File: src/rtl/ifetch_unit.sv
// Instruction fetch stage: req/ack fetch from instruction memory into the IF/ID register,
// with a one-entry skid buffer for decode back-pressure and redirect (flush) handling.
module ifetch_unit #(
  parameter int                DATA_W  = 32,
  parameter logic [DATA_W-1:0] PC_BASE = 32'h0000_3000,
  parameter logic [DATA_W-1:0] NOP     = 32'h0000_0000
) (
  input  logic              clk,
  input  logic              rst,
  input  logic [DATA_W-1:0] pc,
  output logic              stallF,
  input  logic              flush,
  input  logic              stall_d,
  output logic              imem_req,
  output logic [DATA_W-1:0] imem_addr,
  input  logic [DATA_W-1:0] imem_rdata,
  input  logic              imem_ack,
  output logic [DATA_W-1:0] if_instr,
  output logic [DATA_W-1:0] if_pc,
  output logic              if_valid
);

  typedef enum logic [1:0] {IDLE, REQ, DROP, HOLD} state_t;

  state_t            state_reg, state_next;
  logic [DATA_W-1:0] if_instr_reg, if_instr_next;
  logic [DATA_W-1:0] if_pc_reg, if_pc_next;
  logic              if_valid_reg, if_valid_next;
  logic [DATA_W-1:0] skid_instr_reg, skid_instr_next;
  logic [DATA_W-1:0] skid_pc_reg, skid_pc_next;
  logic [DATA_W-1:0] addr_q_reg;

  logic              load;
  logic [DATA_W-1:0] load_instr, load_pc;

  always_ff @(posedge clk or posedge rst) begin
    if (rst) begin
      state_reg      <= IDLE;
      if_instr_reg   <= NOP;
      if_pc_reg      <= PC_BASE;
      if_valid_reg   <= 1'b0;
      skid_instr_reg <= NOP;
      skid_pc_reg    <= PC_BASE;
      addr_q_reg     <= PC_BASE;
    end else begin
      state_reg      <= state_next;
      if_instr_reg   <= if_instr_next;
      if_pc_reg      <= if_pc_next;
      if_valid_reg   <= if_valid_next;
      skid_instr_reg <= skid_instr_next;
      skid_pc_reg    <= skid_pc_next;
      if (state_reg == REQ) begin
        addr_q_reg <= pc;
      end
    end
  end

  always_comb begin
    state_next      = state_reg;
    skid_instr_next = skid_instr_reg;
    skid_pc_next    = skid_pc_reg;
    load            = 1'b0;
    load_instr      = imem_rdata;
    load_pc         = pc;

    case (state_reg)
      IDLE: state_next = REQ;
      REQ: begin
        if (flush) begin
          // A flush coinciding with ack simply discards the response.
          if (!imem_ack) begin
            state_next = DROP;
          end
        end else if (imem_ack) begin
          if (!if_valid_reg || !stall_d) begin
            load = 1'b1;
          end else begin
            skid_instr_next = imem_rdata;
            skid_pc_next    = pc;
            state_next      = HOLD;
          end
        end
      end
      DROP: begin
        if (!flush && imem_ack) begin
          state_next = REQ;
        end
      end
      HOLD: begin
        if (flush) begin
          skid_instr_next = NOP;
          skid_pc_next    = PC_BASE;
          state_next      = REQ;
        end else if (!stall_d) begin
          load       = 1'b1;
          load_instr = skid_instr_reg;
          load_pc    = skid_pc_reg;
          state_next = REQ;
        end
      end
      default: state_next = IDLE;
    endcase
  end

  // IF/ID register: flush beats a new load, which beats a decode stall; otherwise a bubble.
  always_comb begin
    if_instr_next = if_instr_reg;
    if_pc_next    = if_pc_reg;
    if_valid_next = 1'b0;
    if (flush) begin
      if_instr_next = NOP;
    end else if (load) begin
      if_instr_next = load_instr;
      if_pc_next    = load_pc;
      if_valid_next = 1'b1;
    end else if (stall_d && if_valid_reg) begin
      if_valid_next = 1'b1;
    end
  end

  // The in-flight address is frozen while a dropped request is still outstanding.
  assign imem_req  = !rst && ((state_reg == REQ) || (state_reg == DROP));
  assign imem_addr = (state_reg == DROP) ? addr_q_reg : pc;
  assign stallF    = rst ? 1'b1 :
                     flush ? 1'b0 :
                     ((state_reg == REQ) && imem_ack) ? 1'b0 : 1'b1;

  assign if_instr = if_instr_reg;
  assign if_pc    = if_pc_reg;
  assign if_valid = if_valid_reg;

endmodule

File: config.mk
export PLATFORM = sky130hd
export DESIGN_NAME = ifetch_unit
export DESIGN_NICKNAME = d
export VERILOG_FILES = /design/src/rtl/ifetch_unit.sv
export SDC_FILE = /design/constraint.sdc
export NUM_CORES = 1
export LEC_CHECK = 0
export CAP_MARGIN = 40
export CORE_MARGIN = 8
export CORE_UTILIZATION = 53
export CTS_BUF_LIST = sky130_fd_sc_hd__clkbuf_16
export DETAILED_ROUTE_END_ITERATION = 12
export MAX_ROUTING_LAYER = met4
export PLACE_DENSITY_LB_ADDON = 0.1
export REMOVE_ABC_BUFFERS = 1
export SYNTH_ARGS = -nofsm -noshare
export SYNTH_HDL_FRONTEND = slang
export SYNTH_SLANG_ARGS = --single-unit
File: constraint.sdc
create_clock -name clk -period 12.6 [get_ports clk]
set_input_delay 1.26 -clock clk [delete_from_list [all_inputs] [get_ports clk]]
set_output_delay 1.26 -clock clk [all_outputs]
set_load 0.01 [all_outputs]
==> parameters.txt, run 1 <==
Parameter                              Value

Run status
  Result of the run    complete, no violations

STA
  Setup-violating endpoint count in the final report    0
  Final worst path period need    between 4 and 5 ns
  Relative slew slack    0.410
  Worst Hold Margin    around 0.47 ns
  Setup repair after global routing missed its margin    no
  Clock skew after layout    a little over 0.005 ns
  Final cycle utilization of the critical path    0.346
  Total negative setup slack    0 ns
  Final hold violation count    0
  Max Slew Vio Count    0
  Fmax    approximately 230 MHz
  Slew at the pin closest to its max-slew limit    about 0.88 ns

Yosys
  Netlist area before placement    7400 sq um
  Number of distinct library cells after synthesis    27
  Share of synthesized area occupied by flip-flops and latches    0.552
  Number of synthesized register bits    163
  Number of warnings issued by yosys    0
  Post-synthesis instance total    528
  Mean Syn Cell Area    about 14 sq um

Critical path
  Setup crit end kind    output pin
  Highest-delay cell along the critical path    sky130_fd_sc_hd__inv_6
  CP Launch Point    rst
  Arr. time, crit path    between 3 and 4 ns
  Reg-to-reg critical path startpoint    state_reg[0]$_DFFE_PP0P_
  Kind of critical path    in2out
  Peak fanout along the critical path    87
  Worst path cell trace    clkdlybuf4s50_1 -> inv_6 -> nand2_1 -> clkdlybuf4s50_1
  Cell repeated most along the worst path    sky130_fd_sc_hd__clkdlybuf4s50_1
  Worst path max stage delay    between 0.5 and 0.6 ns
  Worst Setup Start Kind    input pin
  CP Data Required Time    11.34 ns

Floorplan
  Die Span X    about 130 um
  Die ar.    about 18000 sq um
  Ports placed on the boundary    168
  Initial core utilization    0.538
  Placeable core region    about 14000 sq um
  Vertical die dimension    between 100 and 150 um
  Std cell rows    between 40 and 50

Pwr
  Power density normalized to cell area    between 200 and 250 nW/um^2
  Leak    ~4.4 nW
  IR Drop Worst-Case VDD    122 uV

Layout
  Final-layout fill cell count    987
  Signed area change from the synthesized netlist to the final layout    32.2%
  Net total in the final layout    756
  Highest-count cells in the layout ignoring fill and taps    sky130_fd_sc_hd__clkdlybuf4s50_1 (167), sky130_fd_sc_hd__dfrtp_1 (157), sky130_fd_sc_hd__mux2_2 (94)
  N_diodes    0
  Most common cell after layout, fill and taps aside    sky130_fd_sc_hd__clkdlybuf4s50_1
  Share of final-layout standard cells stronger than drive strength 1    0.204

Drt
  Post-route antenna net violation count    0
  Drc violations    0
  Average wire length per cell after detail routing    slightly above 20 um
  Starting DRC count in detailed routing    ~400
  Drt via density    between 5 and 6
  Count of vias placed by the detailed router    around 5000
  Final routed wirelength across all metal layers    roughly 18000 um
  Drt first pass iters    4

Clock tree
  Clock tree from TritonCTS    done
  Post-cts gate resize count    0
  Root buffer cell    sky130_fd_sc_hd__clkbuf_16
  CTS H-tree depth    4
  Buffer depth of the longest clock path    2
  Clk pin slew, worst setup/hold paths    approximately 0.060 ns
  Number of buffers created by CTS    17
  Clk Latency, worst-skew pair    roughly 0.42 ns
  Number of hold buffers added after cts    0
  Setup fix buffers added after clock tree synthesis    0
  Clock Sinks    approximately 160

Min path
  Type of the tightest min-delay check    reg2reg
  Startpoint of the worst hold path    skid_pc_reg[12]$_DFFE_PP1P_

Global routing
  Global Route Usage Sum    0.205
  Vias in the first global route    between 5000 and 6000
  Antenna violations before repair    0
  Total grt overflow    0
  Wire length of the first global-routing pass    28600 um
  Maximum number of pins on one net before global-route repair    a little under 90

Placed design
  Routability-driven placement congestion ratio    between 0.7 and 0.8
  Quantity of I/O buffers inserted on ports    between 150 and 200
  Total half-perimeter wirelength after legalization and detailed placement    about 12000 um

Flow run
  Maximum capacitance violations    0
[cell families (layout without fill, tap and decap cells)]
logic type / Yosys count / count (layout) / synth area share
muxes: 190 / 190 / 0.278
DFF: 163 / 163 / 0.552
AOI/OAI and AO/OA: 76 / 76 / 0.0852
and+or+nand+nor: 49 / 49 / 0.0399
buffers and inverters: 47 / 216 / 0.0397
adders and majority gates: 3 / 3 / 0.00507
[final timing paths]
| kind | to | slack (ns) | cells past startpoint |
|---|---|---|---|
| worst max-delay path | stallF | 8.24 | 4 |
| worst min-delay path | skid_pc_reg[12]$_DFFE_PP1P_ | 0.47 | 2 |
| worst max register to register | if_pc[30]$_DFFE_PP0P_ | 9.51 | 6 |
| worst min register to register | skid_pc_reg[12]$_DFFE_PP1P_ | 0.47 | 2 |
| max in group asynchronous | if_instr[25]$_DFFE_PP0P_ | 9.96 | 4 |
| min in group asynchronous | addr_q_reg[8]$_DFFE_PP0P_ | 1.38 | 2 |
[routing by layer]
layer / up-vias / wire (um) / global-route usage
met2: 157 / 8460 / 0.316
met5: - / 0 / -
met3: 18 / 1160 / 0.0606
li1: 2223 / - / -
met4: 0 / 195 / 0.0555
met1: 2534 / 7980 / 0.260
[power by group]
part           internal, mW  total, mW  switching, mW  leakage, nW
Combinational         0.477      0.825          0.348         2.00
Clock                 0.306      0.509          0.203        0.279
Sequential            0.725      0.837          0.112         2.10
Total                  1.51       2.17          0.663         4.38
[layout make-up]
class,count,area (sq um),area share
clock buffers,17,425,0.0435
clock inverters,15,149,0.0152
inverters,7,31.3,0.00319
multi-input cells,318,3060,0.313
flip-flops and latches,163,4090,0.417
well taps,180,225,0.0230
repair buffers,177,1810,0.185
[worst max-delay path: cells and delay by family]
kind	cells	cell delay, ns
buffers and inverters	3	1.58
and+or+nand+nor	1	0.20
[cell usage after synthesis (all sizes together)]
cell,number,area share
dfrtp,157,0.53
mux2,126,0.19
mux2i,64,0.087
a22o,62,0.073
buf,36,0.034
nand2b,35,0.030
inv,7,0.0035
a21oi,6,0.0041
dfstp,6,0.021
nand2,6,0.0030
clkbuf,4,0.0020
ha,3,0.0051
nor2b,3,0.0025
o21ai,3,0.0020
a31oi,2,0.0025
nand3,2,0.0014
a221oi,1,0.0012
and3b,1,0.0012
nor2,1,0.00051
nor4,1,0.0017
o211ai,1,0.0010
o21a,1,0.0010
[metrics by stage]
stage               instances  worst slack [ns]  power (mW)  utilization  area (sq um)
floorplan                 488              4.79        1.30            -          7140
global placement          840              7.78        1.63        0.662          9120
finish                    877              8.24        2.17        0.711          9790
global route              877              8.10        2.28        0.711          9790
CTS                       877              8.23        2.19        0.711          9790
detailed placement        845              8.23        1.68        0.669          9220
(Power assumes the default switching activity.)
==> inputs of run 2 (changes only) <==
--- a/config.mk
+++ b/config.mk
@@ -7,7 +7,7 @@
 export LEC_CHECK = 0
 export CAP_MARGIN = 40
 export CORE_MARGIN = 8
-export CORE_UTILIZATION = 53
+export CORE_UTILIZATION = 46
 export CTS_BUF_LIST = sky130_fd_sc_hd__clkbuf_16
 export DETAILED_ROUTE_END_ITERATION = 12
 export MAX_ROUTING_LAYER = met4
==> constraint.sdc (replaced) <==
create_clock -name clk -period 3.6 [get_ports clk]
set_input_delay 0.36 -clock clk [delete_from_list [all_inputs] [get_ports clk]]
set_output_delay 0.36 -clock clk [all_outputs]
set_load 0.01 [all_outputs]
==> parameters.txt, run 2 (synthesis gave the netlist of run 1 again) <==
Parameter                              Value

Min path
  Startpoint of the worst hold path    skid_pc_reg[13]$_DFFE_PP1P_
  Type of the tightest min-delay check    reg2reg
  Cell depth of the worst min-delay path    2 (unchanged)
  End point of the most critical hold path    skid_pc_reg[13]$_DFFE_PP1P_

Layout
  Signed area change from the synthesized netlist to the final layout    33.3%
  N_diodes    0 (unchanged)
  Share of final-layout standard cells stronger than drive strength 1    0.213 (+0.00913)
  Most common cell after layout, fill and taps aside    sky130_fd_sc_hd__clkdlybuf4s50_1
  Highest-count cells in the layout ignoring fill and taps    sky130_fd_sc_hd__clkdlybuf4s50_1 (167), sky130_fd_sc_hd__dfrtp_1 (157), sky130_fd_sc_hd__mux2_2 (94)
  Net total in the final layout    759 (+0.40%)

Clock tree
  CTS H-tree depth    4 (unchanged)
  Number of hold buffers added after cts    0 (unchanged)
  Root buffer cell    sky130_fd_sc_hd__clkbuf_16
  Setup fix buffers added after clock tree synthesis    0 (unchanged)
  Clk pin slew, worst setup/hold paths    0.06 ns (about the same)
  Clock Sinks    163 (unchanged)
  Number of buffers created by CTS    17 (unchanged)
  Post-cts gate resize count    0 (unchanged)
  Clk Latency, worst-skew pair    0.42 ns (about the same)
  Clock tree from TritonCTS    done
  Buffer depth of the longest clock path    2 (unchanged)

STA
  Final worst path period need    approximately 2.8 ns
  Fmax    roughly 350 MHz
  Slew at the pin closest to its max-slew limit    0.866 ns (-0.0182 ns)
  Final cycle utilization of the critical path    0.791
  Setup repair after global routing missed its margin    no
  Worst Hold Margin    0.474 ns (+0.00364 ns)
  Clock skew after layout    0.00575 ns (+0.000686 ns)
  Setup-violating endpoint count in the final report    0 (unchanged)
  Relative slew slack    0.422 (+0.0122)
  Max Slew Vio Count    0 (unchanged)
  Final hold violation count    0 (unchanged)

Critical path
  Setup crit end kind    output pin
  Reg-to-reg critical path startpoint    state_reg[0]$_DFFE_PP0P_
  Peak fanout along the critical path    22 (-75%)
  Worst Setup Start Kind    flip-flop
  Endpoint of the lowest-slack register-to-register path    if_pc[12]$_DFFE_PP1P_
  CP Data Required Time    3.24 ns (-8.10 ns)
  Cell count of the worst reg-to-reg path    6 (unchanged)
  Kind of critical path    reg2out
  Arr. time, crit path    2.49 ns (-0.61 ns)
  Reg-to-reg setup timing slack    1.15 ns (-8.36 ns)

Pwr
  Part of the total power dissipated in the clock network    0.246 (+0.012)
  Share of total power in combinational logic    0.375 (-0.005)
  Switching share of power    0.303 (-0.00213)
  Leak    4.39 nW (+0.30%)
  Reg power frac    0.379 (-0.007)
  IR Drop Worst-Case VDD    390 uV (+220%)
  Sw Pwr    2.32 mW (+250%)
  Total internal power    5.33 mW (+250%)
  Power density normalized to cell area    776 nW/um^2 (+250%)
  Tot Pwr    7.66 mW (+250%)

Floorplan
  Std cell rows    46 (+7.0%)
  Vertical die dimension    143 um (+6.5%)
  Die ar.    20400 sq um (+13%)
  Ports placed on the boundary    168 (unchanged)
  Die Span X    143 um (+6.5%)
  Placeable core region    15800 sq um (+15%)
  Initial core utilization    0.468 (-0.0698)

Global routing
  Total grt overflow    0 (unchanged)
  Vias in the first global route    5457 (+0.29%)
  Antenna violations before repair    0 (unchanged)
  Wire length of the first global-routing pass    29500 um (+3.0%)
  Global Route Usage Sum    0.190 (-0.0149)
  Maximum number of pins on one net before global-route repair    164 (+86%)

Drt
  Post-route antenna net violation count    0 (unchanged)
  Drt first pass iters    4 (unchanged)
  Average wire length per cell after detail routing    19.7 um (-3.0%)
  Metal-1 WL    8300 um (+4.0%)
  Drt via density    5.36 (-4.8%)
  Drc violations    0 (unchanged)
  Met2 wire len    8280 um (-2.1%)
  Routed met3 length    1310 um (+13%)
  Starting DRC count in detailed routing    274 (-32%)
  Final routed wirelength across all metal layers    18000 um (+1.4%)
  Count of vias placed by the detailed router    4906 (-0.53%)
  Highest signal layer in the routed design    met4

Placed design
  Total half-perimeter wirelength after legalization and detailed placement    11900 um (+3.3%)
  Quantity of I/O buffers inserted on ports    167 (unchanged)
  Routability-driven placement congestion ratio    0.831 (+13%)

Flow run
  Maximum capacitance violations    0 (unchanged)

Run status
  Result of the run    complete, no violations
-- run 2: worst max-delay path by stage --
stage | startpoint | to | slack (ns) | cells after the start
after floorplan | state_reg[0]$_DFFE_PP0P_ | if_pc[0]$_DFFE_PP0P_ | -3.51 | 4
after global placement | stall_d | if_pc[12]$_DFFE_PP1P_ | 1.0 | 6
after detailed placement | flush | skid_instr_reg[16]$_DFFE_PP0P_ | 0.97 | 6
final | state_reg[0]$_DFFE_PP0P_ | imem_addr[20] | 0.75 | 5
after CTS | state_reg[0]$_DFFE_PP0P_ | imem_addr[18] | 0.71 | 5
after global routing | state_reg[0]$_DFFE_PP0P_ | imem_addr[23] | 0.63 | 5
-- run 2: metal layers --
layer  vias up  track usage
li1       2232            -
met1      2519        0.241
met2       139        0.287
met3        16       0.0661
met4         0       0.0487
met5         -            -
-- run 2: power groups by stage --
stage / combinational, mW / clock (mW) / sequential (mW)
6_report: 2.87 / 1.88 / 2.90
5_1_grt: 3.10 / 2.00 / 2.98
4_1_cts: 2.93 / 1.93 / 2.90
3_5_place_dp: 2.91 / 0 / 2.92
3_3_place_gp: 2.83 / 0 / 2.89
2_1_floorplan: 1.57 / 0 / 2.97
-- run 2: layout make-up --
type | instances | area [sq um]
fillers | 1212 | 5960
flip-flops and latches | 163 | 4090
multi-input cells | 318 | 3060
repair buffers | 180 | 1800
clock buffers | 17 | 425
well taps | 216 | 270
clock inverters | 15 | 189
inverters | 7 | 31.3
-- run 2: critical path, stage by stage (launching register included) --
cell,delay (ns)
sky130_fd_sc_hd__dfrtp_1,0.44
sky130_fd_sc_hd__inv_1,0.08
sky130_fd_sc_hd__ha_2,0.46
sky130_fd_sc_hd__buf_16,0.23
sky130_fd_sc_hd__mux2_2,0.35
sky130_fd_sc_hd__clkdlybuf4s50_1,0.49
-- run 2: stage by stage --
| step | worst slack, ns | std cells | area, sq um | util | TNS [ns] |
|---|---|---|---|---|---|
| 2_1_floorplan | -3.51 | 488 | 7140 | - | -571.32 |
| 3_3_place_gp | 0.999 | 883 | 9230 | 0.583 | 0 |
| 3_5_place_dp | 0.973 | 884 | 9250 | 0.585 | 0 |
| 4_1_cts | 0.711 | 916 | 9870 | 0.623 | 0 |
| 5_1_grt | 0.629 | 916 | 9870 | 0.623 | 0 |
| 6_report | 0.753 | 916 | 9870 | 0.623 | 0 |
